===== src/rtl/delay_line_prog_if.sv =====
// Data, configuration and status signals of the programmable delay line.
interface delay_line_prog_if #(
  parameter int unsigned WIDTH = 1,
  parameter int unsigned DLY_W = 4
);
  logic [WIDTH-1:0] i_d;
  logic             i_vld;
  logic             i_cfg_vld;
  logic [DLY_W-1:0] i_cfg_dly;
  logic             i_cfg_inv;
  logic             o_cfg_rdy;
  logic [WIDTH-1:0] o_z;
  logic             o_vld;
  logic [DLY_W-1:0] o_dly;
  logic             o_busy;

  modport master (
    output i_d, i_vld, i_cfg_vld, i_cfg_dly, i_cfg_inv,
    input  o_cfg_rdy, o_z, o_vld, o_dly, o_busy
  );

  modport slave (
    input  i_d, i_vld, i_cfg_vld, i_cfg_dly, i_cfg_inv,
    output o_cfg_rdy, o_z, o_vld, o_dly, o_busy
  );
endinterface


===== src/rtl/delay_line_prog.sv =====
// Programmable delay line: DMAX-stage shift register with a selectable tap,
// optional output inversion and a flush phase after every reconfiguration.
module delay_line_prog #(
  parameter int unsigned WIDTH   = 1,
  parameter int unsigned DLY_W   = 4,
  parameter int unsigned RST_DLY = 10
) (
  input logic               i_clk,
  input logic               i_rst,
  delay_line_prog_if.slave  bus
);

  localparam int unsigned DMAX = (1 << DLY_W) - 1;

  typedef enum logic {
    ST_RUN   = 1'b0,
    ST_FLUSH = 1'b1
  } state_e;

  state_e           state_q, state_d;
  logic [DLY_W-1:0] dly_q, dly_d;
  logic [DLY_W-1:0] cnt_q, cnt_d;
  logic             inv_q, inv_d;
  logic             cfg_acc_c;
  logic             cfg_rdy_c;
  logic             busy_c;

  // Stage k+1 of the line lives at index k.
  logic [WIDTH-1:0] dat_q [DMAX];
  logic [DMAX-1:0]  vld_q;

  logic [DLY_W-1:0] sel_c;
  logic [WIDTH-1:0] inv_mask_c;
  logic [WIDTH-1:0] z_c;
  logic             vld_c;

  // Control registers: state, active delay, inversion and flush counter.
  always_ff @(posedge i_clk) begin
    if (i_rst) begin
      state_q <= ST_RUN;
      dly_q   <= DLY_W'(RST_DLY);
      inv_q   <= 1'b0;
      cnt_q   <= '0;
    end else begin
      state_q <= state_d;
      dly_q   <= dly_d;
      inv_q   <= inv_d;
      cnt_q   <= cnt_d;
    end
  end

  // Next-state logic; flush ends on the edge where the decremented count hits zero.
  always_comb begin
    state_d   = state_q;
    dly_d     = dly_q;
    inv_d     = inv_q;
    cnt_d     = cnt_q;
    cfg_acc_c = 1'b0;
    cfg_rdy_c = 1'b0;
    busy_c    = 1'b0;
    case (state_q)
      ST_RUN: begin
        cfg_rdy_c = 1'b1;
        if (bus.i_cfg_vld) begin
          cfg_acc_c = 1'b1;
          dly_d     = bus.i_cfg_dly;
          inv_d     = bus.i_cfg_inv;
          cnt_d     = bus.i_cfg_dly;
          state_d   = ST_FLUSH;
        end
      end
      ST_FLUSH: begin
        busy_c = 1'b1;
        if (cnt_q <= DLY_W'(1)) begin
          cnt_d   = '0;
          state_d = ST_RUN;
        end else begin
          cnt_d = cnt_q - DLY_W'(1);
        end
      end
      default: state_d = ST_RUN;
    endcase
  end

  // First stage captures the input; its valid is dropped on a config edge.
  always_ff @(posedge i_clk) begin
    if (i_rst) begin
      dat_q[0] <= '0;
      vld_q[0] <= 1'b0;
    end else begin
      dat_q[0] <= bus.i_d;
      vld_q[0] <= bus.i_vld & ~cfg_acc_c;
    end
  end

  for (genvar k = 1; k < DMAX; k++) begin : g_stage
    // Shift stage k into k+1; data survives reconfiguration, valid does not.
    always_ff @(posedge i_clk) begin
      if (i_rst) begin
        dat_q[k] <= '0;
        vld_q[k] <= 1'b0;
      end else begin
        dat_q[k] <= dat_q[k-1];
        vld_q[k] <= vld_q[k-1] & ~cfg_acc_c;
      end
    end
  end

  // Output tap select; a zero delay bypasses the line entirely.
  always_comb begin
    inv_mask_c = {WIDTH{inv_q}};
    sel_c      = dly_q - DLY_W'(1);
    if (dly_q == '0) begin
      z_c   = bus.i_d ^ inv_mask_c;
      vld_c = bus.i_vld;
    end else begin
      z_c   = dat_q[sel_c] ^ inv_mask_c;
      vld_c = vld_q[sel_c];
    end
  end

  assign bus.o_z       = z_c;
  assign bus.o_vld     = vld_c;
  assign bus.o_dly     = dly_q;
  assign bus.o_cfg_rdy = cfg_rdy_c;
  assign bus.o_busy    = busy_c;

endmodule


===== src/flat_wrapper.sv =====
// flat-port wrapper written by rule: the top's interface ports become plain ports
module delay_line_prog_flat 
#(
  parameter int unsigned WIDTH   = 1,
  parameter int unsigned DLY_W   = 4,
  parameter int unsigned RST_DLY = 10
)
  (i_clk, i_rst, bus_i_d, bus_i_vld, bus_i_cfg_vld, bus_i_cfg_dly, bus_i_cfg_inv, bus_o_cfg_rdy, bus_o_z, bus_o_vld, bus_o_dly, bus_o_busy);
  delay_line_prog_if #(.WIDTH(WIDTH), .DLY_W(DLY_W)) bus_i ();
  input logic i_clk;
  input logic i_rst;
  input wire logic [$bits(bus_i.i_d)-1:0] bus_i_d;
  input wire logic [$bits(bus_i.i_vld)-1:0] bus_i_vld;
  input wire logic [$bits(bus_i.i_cfg_vld)-1:0] bus_i_cfg_vld;
  input wire logic [$bits(bus_i.i_cfg_dly)-1:0] bus_i_cfg_dly;
  input wire logic [$bits(bus_i.i_cfg_inv)-1:0] bus_i_cfg_inv;
  output wire logic [$bits(bus_i.o_cfg_rdy)-1:0] bus_o_cfg_rdy;
  output wire logic [$bits(bus_i.o_z)-1:0] bus_o_z;
  output wire logic [$bits(bus_i.o_vld)-1:0] bus_o_vld;
  output wire logic [$bits(bus_i.o_dly)-1:0] bus_o_dly;
  output wire logic [$bits(bus_i.o_busy)-1:0] bus_o_busy;
  assign bus_i.i_d = bus_i_d;
  assign bus_i.i_vld = bus_i_vld;
  assign bus_i.i_cfg_vld = bus_i_cfg_vld;
  assign bus_i.i_cfg_dly = bus_i_cfg_dly;
  assign bus_i.i_cfg_inv = bus_i_cfg_inv;
  assign bus_o_cfg_rdy = bus_i.o_cfg_rdy;
  assign bus_o_z = bus_i.o_z;
  assign bus_o_vld = bus_i.o_vld;
  assign bus_o_dly = bus_i.o_dly;
  assign bus_o_busy = bus_i.o_busy;
  delay_line_prog #(.WIDTH(WIDTH), .DLY_W(DLY_W), .RST_DLY(RST_DLY)) u_core (.i_clk(i_clk), .i_rst(i_rst), .bus(bus_i));
endmodule

===== config.mk =====
export PLATFORM = sky130hd
export DESIGN_NAME = delay_line_prog_flat
export DESIGN_NICKNAME = d
export VERILOG_FILES = /design/src/rtl/delay_line_prog_if.sv /design/src/rtl/delay_line_prog.sv /design/src/flat_wrapper.sv
export SDC_FILE = /design/constraint.sdc
export NUM_CORES = 1
export LEC_CHECK = 0
export BUFFER_PORTS_ARGS = -buffer_cell sky130_fd_sc_hd__buf_2
export CAP_MARGIN = 40
export CORE_UTILIZATION = 30
export DETAILED_ROUTE_END_ITERATION = 8
export SLEW_MARGIN = 10
export SYNTH_ARGS = -nofsm -noshare
export SYNTH_HDL_FRONTEND = slang
export SYNTH_SLANG_ARGS = --single-unit

===== constraint.sdc =====
create_clock -name i_clk -period 2.8 [get_ports i_clk]
set_clock_uncertainty 0.15 [all_clocks]
set_input_delay 0.42 -clock i_clk [delete_from_list [all_inputs] [get_ports i_clk]]
set_output_delay 0.42 -clock i_clk [all_outputs]
set_load 0.02 [all_outputs]

==> flow_metrics.tcl, run 1 <==
set metrics [dict create \
    clkPwrFrac 0.315 \
    placed_area_mm2 0.00179 \
    synthXorXnorAreaFrac 0.0271 \
    muxShareOfSynthArea 0.129 \
    setup_violations 0 \
    cts_setup_buffers 0 \
    syn_area_mm2 0.00162 \
    grt_pass1_vias 1013 \
    path_cells "inv_1, ha_4, buf_4, mux2i_1, o211ai_1, o21ai_0, mux2_2, o21ai_1, buf_4" \
    area_growth_pct 16.9 \
    start_util 0.314 \
    final_common_cell "dfxtp_1" \
    finalHoldViolCount 0 \
    cp_slowest_cell "dfxtp_1" \
    cts_max_level 2 \
    end_kind "output port" \
    grt_setup_unrepaired "true" \
    critPathMostFrequentCell "buf_4" \
    p_int_uw 827 \
    fmax_mhz 372 \
    pwr-share-seq 0.538 \
    die_h_um 75.4 \
    dp_hpwl_um 2050 \
    ys_async_sr_fraction 0 \
    leakage_nw 0.786 \
    num_io_pins 18 \
    place_congestion 0.752 \
    reg2reg_slack_ns 1.09 \
    final_core_util 0.367 \
    clock_latency_ns 0.28 \
    postRouteAntennaNets 0 \
    die_x_um 75.4 \
    instances_no_fill 245 \
    synth_simple_gate_area_frac 0.215 \
    pwr-share-comb 0.147 \
    relSlewSlack 0.547 \
    ys_warn_count 0 \
    post_drt_wl_per_cell_um 11.7 \
    grt.busiest_layer "met2" \
    drt-pass1-iter-count 4 \
    timing.rr.end "u_core.cnt_q[3]" \
    synth_edf_count 0 \
    drt-initial-drc-count 55 \
    hold_depth 2 \
    dominantRegCellSynth "dfxtp_1" \
    min_period_over_period 0.961 \
    maxCapViolCount 0 \
    syn_inst 153 \
    synth_top_family_by_area "simple AND/OR/NAND/NOR gates" \
    synthAdderAreaFrac 0.0310 \
    status "finished clean" \
    use_met3 0.0410 \
    fin_crit_ns 2.69 \
    pre_cts_slack_ns 0.300 \
    critPathKind "register to output port" \
    ctsResizeCount 1 \
    coreArea_mm2 0.00514 \
    met1_usage 0.143 \
    min_from "bus_i_vld" \
    ctsHoldBuffers 0 \
    clock_path_buffers 2 \
    finish.instance_area_mm2 0.00189 \
    slew_viol_final 0 \
    p_sw_frac 0.258 \
    synth-compound-area-share 0.0713 \
    grt_util_all_layers 0.116 \
    synth_cell_types 29 \
    ir_drop_mv 0.345 \
    start_kind "register" \
    grt_overflow 0 \
    portBuffers 17 \
    hold_ws_ns 0.206 \
    fin_ws_ns 0.110 \
    use_met2 0.184 \
    cts_buffers 5 \
    final_cell_mix "39 x dfxtp_1, 16 x nor2b_1, 16 x buf_2, 15 x and2_1" \
    num_rows 26 \
    reg2reg_depth 7 \
    seq_area_frac_synth 0.496 \
    diodes 0 \
    p_total_mw 1.11 \
    p_sw_uw 287 \
    dpl.cell_count 238 \
    drt-total-wl_um 2870 \
    cts-root-buf "clkbuf_8" \
    nets 189 \
    grt_pass1_wl_um 4770 \
    grt_max_degree 27 \
    whs_endpoint "u_core.vld_q[0]" \
    worstMarginPinSlew_ns 0.678 \
    dr_total_vias 1085 \
    synth-seq-cells 40 \
    avgViaCountPerCell 4.43 \
    powerDensity_mw_per_mm2 590 \
    drc_errors 0 \
    required_ns 2.23 \
    path_clk_slew_ns 0.07 \
    avgSynthCellArea_um2 10.6 \
    die-area_mm2 0.00568 \
    reg2reg_from "u_core.cnt_q[0]" \
    cp.arrival_ns 2.12 \
    final_layout_size_suffix_gt1_frac 0.177 \
    cts_tree "yes" \
    antenna_found_initial 0 \
    crit_fanout 6 \
    crit_path_max_incr_delay_ns 0.36 \
    cts_sinks 40 \
    hp-class "input pin to register" \
    syn_nets 167 \
    tns_ns 0 \
]
[cell usage after synthesis, drive strengths merged (3+ instances only)]
cell / count / area (um2)
a211oi: 3 / 22.5
a21oi: 6 / 30.0
and2: 15 / 93.8
clkbuf: 5 / 20.0
dfxtp: 40 / 801
ha: 4 / 50.1
inv: 5 / 18.8
mux2i: 4 / 40.0
mux4: 6 / 158
nand2: 11 / 41.3
nor2: 11 / 41.3
nor2b: 16 / 100
nor3: 4 / 20.0
o21ai: 3 / 15.0
xnor2: 3 / 26.3
[worst max-delay path by stage]
stage | start | to | slack (ns)
after floorplan | u_core.bus.o_dly[0] | bus_o_z | 0.08
after global placement | u_core.bus.o_dly[1] | bus_o_z | 0.30
after detailed placement | u_core.bus.o_dly[1] | bus_o_vld | 0.30
after CTS | u_core.bus.o_dly[1] | bus_o_vld | 0.02
after global routing | u_core.bus.o_dly[1] | bus_o_vld | -0.06
final | u_core.bus.o_dly[1] | bus_o_vld | 0.11
[layout make-up]
class                      instances  area, um2
clock inverter                     1       5.00
fill                             540       3250
tap                               70       87.6
timing repair buffer              21        118
sequential                        40        802
clock buffer                       6       72.6
multi-input combinational        102        785
inverter                           5       18.8
[registers in the layout, indices dropped and copies added, names as in the netlist]
register	flops
u_core.vld_q	15
u_core.cnt_q	4
u_core.inv_mask_c	1
u_core.bus.o_dly	4
u_core.state_q	1
u_core.dat_q	15
[critical path: cells and delay by family, from the launching register on]
family	cells	cell delay [ns]
AO/OA/AOI/OAI	3	0.40
adder cells (fa/ha/maj)	1	0.31
buffers and inverters	3	0.40
flip-flops	1	0.36
multiplexers	2	0.35
[layer usage]
metal | part of all wire | vias to the layer above
li1 | - | 566
met1 | 0.50 | 504
met2 | 0.45 | 10
met3 | 0.035 | 5
met4 | 0.016 | 0
met5 | 0 | -
[power groups by stage]
stage | clock network [mW] | logic (mW) | registers, mW
final | 0.351 | 0.164 | 0.600
after global routing | 0.394 | 0.182 | 0.602
after floorplan | 0 | 0.106 | 0.616
after global placement | 0 | 0.157 | 0.613
after CTS | 0.363 | 0.160 | 0.599
after detailed placement | 0 | 0.158 | 0.612
[kinds of logic after synthesis]
family                     after synthesis
adders and majority gates                4
and+or+nand+nor                         64
AOI/OAI and AO/OA                       18
xor gates and xnor gates                 5
buffers and inverters                   11
DFF                                     40
muxes                                   11
No activity file was read; power rests on OpenSTA's default activity.
==> run 2, diff against run 1 <==
CTS_BUF_LIST = sky130_fd_sc_hd__clkbuf_4 sky130_fd_sc_hd__clkbuf_8   (was default)
==> run 2 against run 1 <==
Against the previous run: global-route usage unchanged; wire length increased by 0.10%; first-iteration DRC count unchanged; critical path depth is the same; flip-flop and latch count is the same; register-to-register slack about the same; final area increased by 0.20%; combinational power barely moved; total power increased by 0.88%.
==> flow_metrics.tcl, run 2 (synthesis gave the netlist of run 1 again) <==
set metrics [dict create \
    critPathCapture "bus_o_vld" \
    end_kind "output port" \
    dp_hpwl_um 2050 \
    maxCapViolCount 0 \
    grt_setup_unrepaired "true" \
    die_x_um 75.4 \
    top_regs "u_core.dat_q x15, u_core.vld_q x15" \
    powerDensity_mw_per_mm2 594 \
    setup_violations 0 \
    hp-class "input pin to register" \
    fin_ws_ns 0.110 \
    cts_tree "yes" \
    cts_sinks 40 \
    instances_no_fill 245 \
    drt-total-wl_um 2870 \
    die_h_um 75.4 \
    required_ns 2.23 \
    final_layout_size_suffix_gt1_frac 0.183 \
    postRouteAntennaNets 0 \
    drt-pass1-iter-count 4 \
    cts-root-buf "clkbuf_8" \
    timing.rr.end "u_core.cnt_q[3]" \
    cts_max_level 2 \
    slew_viol_final 0 \
    num_rows 26 \
    drc_errors 0 \
    critPathKind "register to output port" \
    ir_drop_mv 0.345 \
    status "finished clean" \
    grt_pass1_vias 1013 \
    nets 189 \
    area_growth_pct 17.1 \
    drt-initial-drc-count 55 \
    finalHoldViolCount 0 \
    avgViaCountPerCell 4.42 \
    cp.arrival_ns 2.12 \
    pre_cts_slack_ns 0.300 \
    grt_util_all_layers 0.116 \
    relSlewSlack 0.547 \
    grt_overflow 0 \
    clock_path_buffers 2 \
    reg2reg_from "u_core.cnt_q[0]" \
    place_congestion 0.752 \
    crit_fanout 6 \
    hold_ws_ns 0.206 \
    portBuffers 17 \
    tns_ns 0 \
    reg2reg_slack_ns 1.09 \
    reg2reg_depth 7 \
    post_drt_wl_per_cell_um 11.7 \
    final_common_cell "dfxtp_1" \
    cts_buffers 5 \
    fmax_mhz 372 \
    worstMarginPinSlew_ns 0.678 \
    path_clk_slew_ns 0.07 \
    num_io_pins 18 \
    coreArea_mm2 0.00514 \
    final_cell_mix "39 x dfxtp_1, 16 x nor2b_1, 16 x buf_2, 15 x and2_1" \
    start_kind "register" \
    dpl.cell_count 238 \
    cts_setup_buffers 0 \
    fin_crit_ns 2.69 \
    die-area_mm2 0.00568 \
    p_total_mw 1.12 \
    hold_depth 2 \
    leakage_nw 0.789 \
    diodes 0 \
    cp-startpoint "u_core.bus.o_dly[1]" \
    grt_pass1_wl_um 4770 \
    clock_latency_ns 0.28 \
    dr_total_vias 1083 \
    grt_max_degree 27 \
    min_period_over_period 0.961 \
    nFillCells 538 \
    start_util 0.314 \
    antenna_found_initial 0 \
]
-- run 2: power breakdown --
part,leakage (nW),internal [mW],switching [mW]
Clock,0.0445,0.179,0.181
Combinational,0.419,0.0731,0.0913
Sequential,0.325,0.585,0.0149
-- run 2: worst min-delay path by stage --
| stage | from | to | slack (ns) |
|---|---|---|---|
| floorplan | u_core.vld_q[10] | u_core.vld_q[11] | 0.27 |
| global placement | u_core.vld_q[8] | u_core.vld_q[9] | 0.28 |
| detailed placement | u_core.vld_q[10] | u_core.vld_q[11] | 0.29 |
| CTS | bus_i_vld | u_core.vld_q[0] | 0.20 |
| global route | bus_i_vld | u_core.vld_q[0] | 0.20 |
| finish | bus_i_vld | u_core.vld_q[0] | 0.21 |
-- run 2: repair_timing --
action | CTS | global route
resized for setup | 1 | 3
hold buffers | 0 | 0
setup endpoints to repair | 2 | 2
hold endpoints to repair | 0 | 0
-- run 2: worst max-delay path, stage by stage (launching register included) --
cell and delay [ns]:
dfxtp_1 0.36, inv_1 0.11, ha_4 0.31, buf_4 0.14, mux2i_1 0.08, o211ai_1 0.17, o21ai_0 0.11, mux2_2 0.27
o21ai_1 0.12, buf_4 0.15
-- run 2: cell type report --
type / count / area, um2 / share of cell area
clock inverter: 1 / 5.00 / 0.00265
timing repair buffer: 21 / 118 / 0.0622
inverter: 5 / 18.8 / 0.00992
clock buffer: 6 / 76.3 / 0.0403
multi-input combinational: 102 / 785 / 0.415
tap: 70 / 87.6 / 0.0463
sequential: 40 / 802 / 0.424
-- run 2: per-stage QoR --
step                instance area [um2]   util
floorplan                          1620      -
detailed placement                 1790  0.348
global route                       1890  0.368
finish                             1890  0.368
CTS                                1870  0.364
global placement                   1790  0.348
-- run 2: routing by layer --
metal | GRT usage | part of all wire | vias to the layer above
li1 | - | - | 565
met1 | 0.143 | 0.50 | 503
met2 | 0.184 | 0.45 | 10
met3 | 0.0410 | 0.035 | 5
met4 | 0.0494 | 0.016 | 0
met5 | 0 | 0 | -
==> run 3, diff against run 2 <==
CORE_UTILIZATION = 25   (was 30)
==> run 3 against run 2 <==
Against the previous run: first-iteration DRC count decreased by 5.5%; wire length increased by 5.9%; flip-flop and latch count unchanged; utilization decreased by 5.0 points; die area increased by 19%; final area increased by 1.9%; sequential share of layout area decreased by 0.77 points; setup slack improved by 0.035 ns; register-to-register slack about the same; highest routed layer unchanged.
==> flow_metrics.tcl, run 3 (synthesis gave the netlist of run 1 again) <==
set metrics [dict create \
    status "finished clean" \
    fmax_mhz 377 \
    instances_no_fill 251 \
    avgViaCountPerCell 4.34 \
    final_layout_size_suffix_gt1_frac 0.205 \
    multi_input_area_um2 797 \
    min_period_over_period 0.948 \
    grt_overflow 0 \
    setup_violations 0 \
    tns_ns 0 \
    start_util 0.267 \
    antenna_found_initial 0 \
    num_rows 28 \
    top_regs "u_core.dat_q x15, u_core.vld_q x15" \
    dr_total_vias 1089 \
    cts-root-buf "clkbuf_8" \
    final_cell_mix "39 x dfxtp_1, 16 x nor2b_1, 16 x buf_2, 15 x and2_1" \
    pwr-share-comb 0.144 \
    die_h_um 82.4 \
    postRouteAntennaNets 0 \
    dpl.cell_count 243 \
    p_int_uw 880 \
    fin_ws_ns 0.145 \
    ctsHoldBuffers 0 \
    leakage_nw 0.801 \
    final_core_util 0.318 \
    diodes 0 \
    p_total_mw 1.17 \
    cts_sinks 40 \
    portBuffers 17 \
    path_clk_slew_ns 0.07 \
    clkPwrFrac 0.343 \
    pwr-share-seq 0.513 \
    grt_pass1_wl_um 5040 \
    pre_cts_slack_ns 0.339 \
    num_io_pins 18 \
    area_growth_pct 19.3 \
    cp.arrival_ns 2.08 \
    required_ns 2.23 \
    dp_hpwl_um 2150 \
    worstMarginPinSlew_ns 0.719 \
    start_kind "register" \
    end_kind "output port" \
    clock_path_buffers 2 \
    die_x_um 82.4 \
    crit_fanout 10 \
    grt_max_degree 27 \
    drc_errors 0 \
    maxCapViolCount 0 \
    final_common_cell "dfxtp_1" \
    clock_latency_ns 0.29 \
    ir_drop_mv 0.258 \
    p_sw_frac 0.248 \
    finalHoldViolCount 0 \
    slew_viol_final 0 \
    cts_tree "yes" \
    place_congestion 0.706 \
    regArea_um2 802 \
    cts_setup_buffers 0 \
    nFillCells 647 \
    p_sw_uw 291 \
    cts_buffers 5 \
    critPathKind "register to output port" \
    relSlewSlack 0.519 \
    hp-class "input pin to register" \
    post_drt_wl_per_cell_um 12.1 \
    grt_util_all_layers 0.102 \
    cts_max_level 2 \
    powerDensity_mw_per_mm2 608 \
    grt_pass1_vias 1084 \
    fin_crit_ns 2.65 \
    drt-initial-drc-count 52 \
    drt-pass1-iter-count 4 \
    drt-total-wl_um 3040 \
    die-area_mm2 0.00679 \
    nets 189 \
    coreArea_mm2 0.00606 \
]
## run 3: final cells by class
class	count	share of cell area
Sequential cell	40	0.416
Multi-Input combinational cell	102	0.414
Timing Repair Buffer	21	0.0610
Clock buffer	8	0.0506
Tap cell	75	0.0487
Inverter	5	0.00974
## run 3: final timing paths
check                           slack (ns)  cells past startpoint                to                start
worst max-delay path                  0.15                      6           bus_o_z  u_core.bus.o_dly[0]
worst min-delay path                  0.20                      2   u_core.vld_q[0]            bus_i_vld
worst max register to register        1.10                      4   u_core.vld_q[4]       u_core.state_q
worst min register to register        0.29                      1  u_core.vld_q[12]     u_core.vld_q[11]
## run 3: repair_timing
item	4_1_cts	5_1_grt
setup endpoints to repair	0	2
endpoints found under the hold margin	0	0
gates resized for setup	0	8
## run 3: per-layer routing
layer	part of all wire	global-route usage	wire length [um]	up-vias
li1	-	-	-	568
met1	0.53	0.134	1600	500
met2	0.41	0.150	1240	16
met3	0.046	0.0385	141	5
met4	0.017	0.0421	51	0
met5	0	0	0	-
## run 3: critical path, stage by stage, from the launching register on
cell and delay [ns]:
dfxtp_2 0.33, buf_4 0.19, mux4_1 0.59, a211oi_2 0.24
o31ai_1 0.11, xor2_1 0.15, buf_2 0.18
## run 3: power groups by stage
stage	Clock [mW]	Sequential, mW	Combinational (mW)
after floorplan	0	0.616	0.106
after global placement	0	0.612	0.158
after detailed placement	0	0.613	0.158
after CTS	0.417	0.599	0.159
after global routing	0.443	0.603	0.189
final	0.402	0.600	0.168
## run 3: stage by stage
stage / hold WS (ns) / area, um2
3_5_place_dp: 0.281 / 1790
4_1_cts: 0.189 / 1890
2_1_floorplan: 0.271 / 1620
3_3_place_gp: 0.281 / 1790
6_report: 0.200 / 1930
5_1_grt: 0.209 / 1930
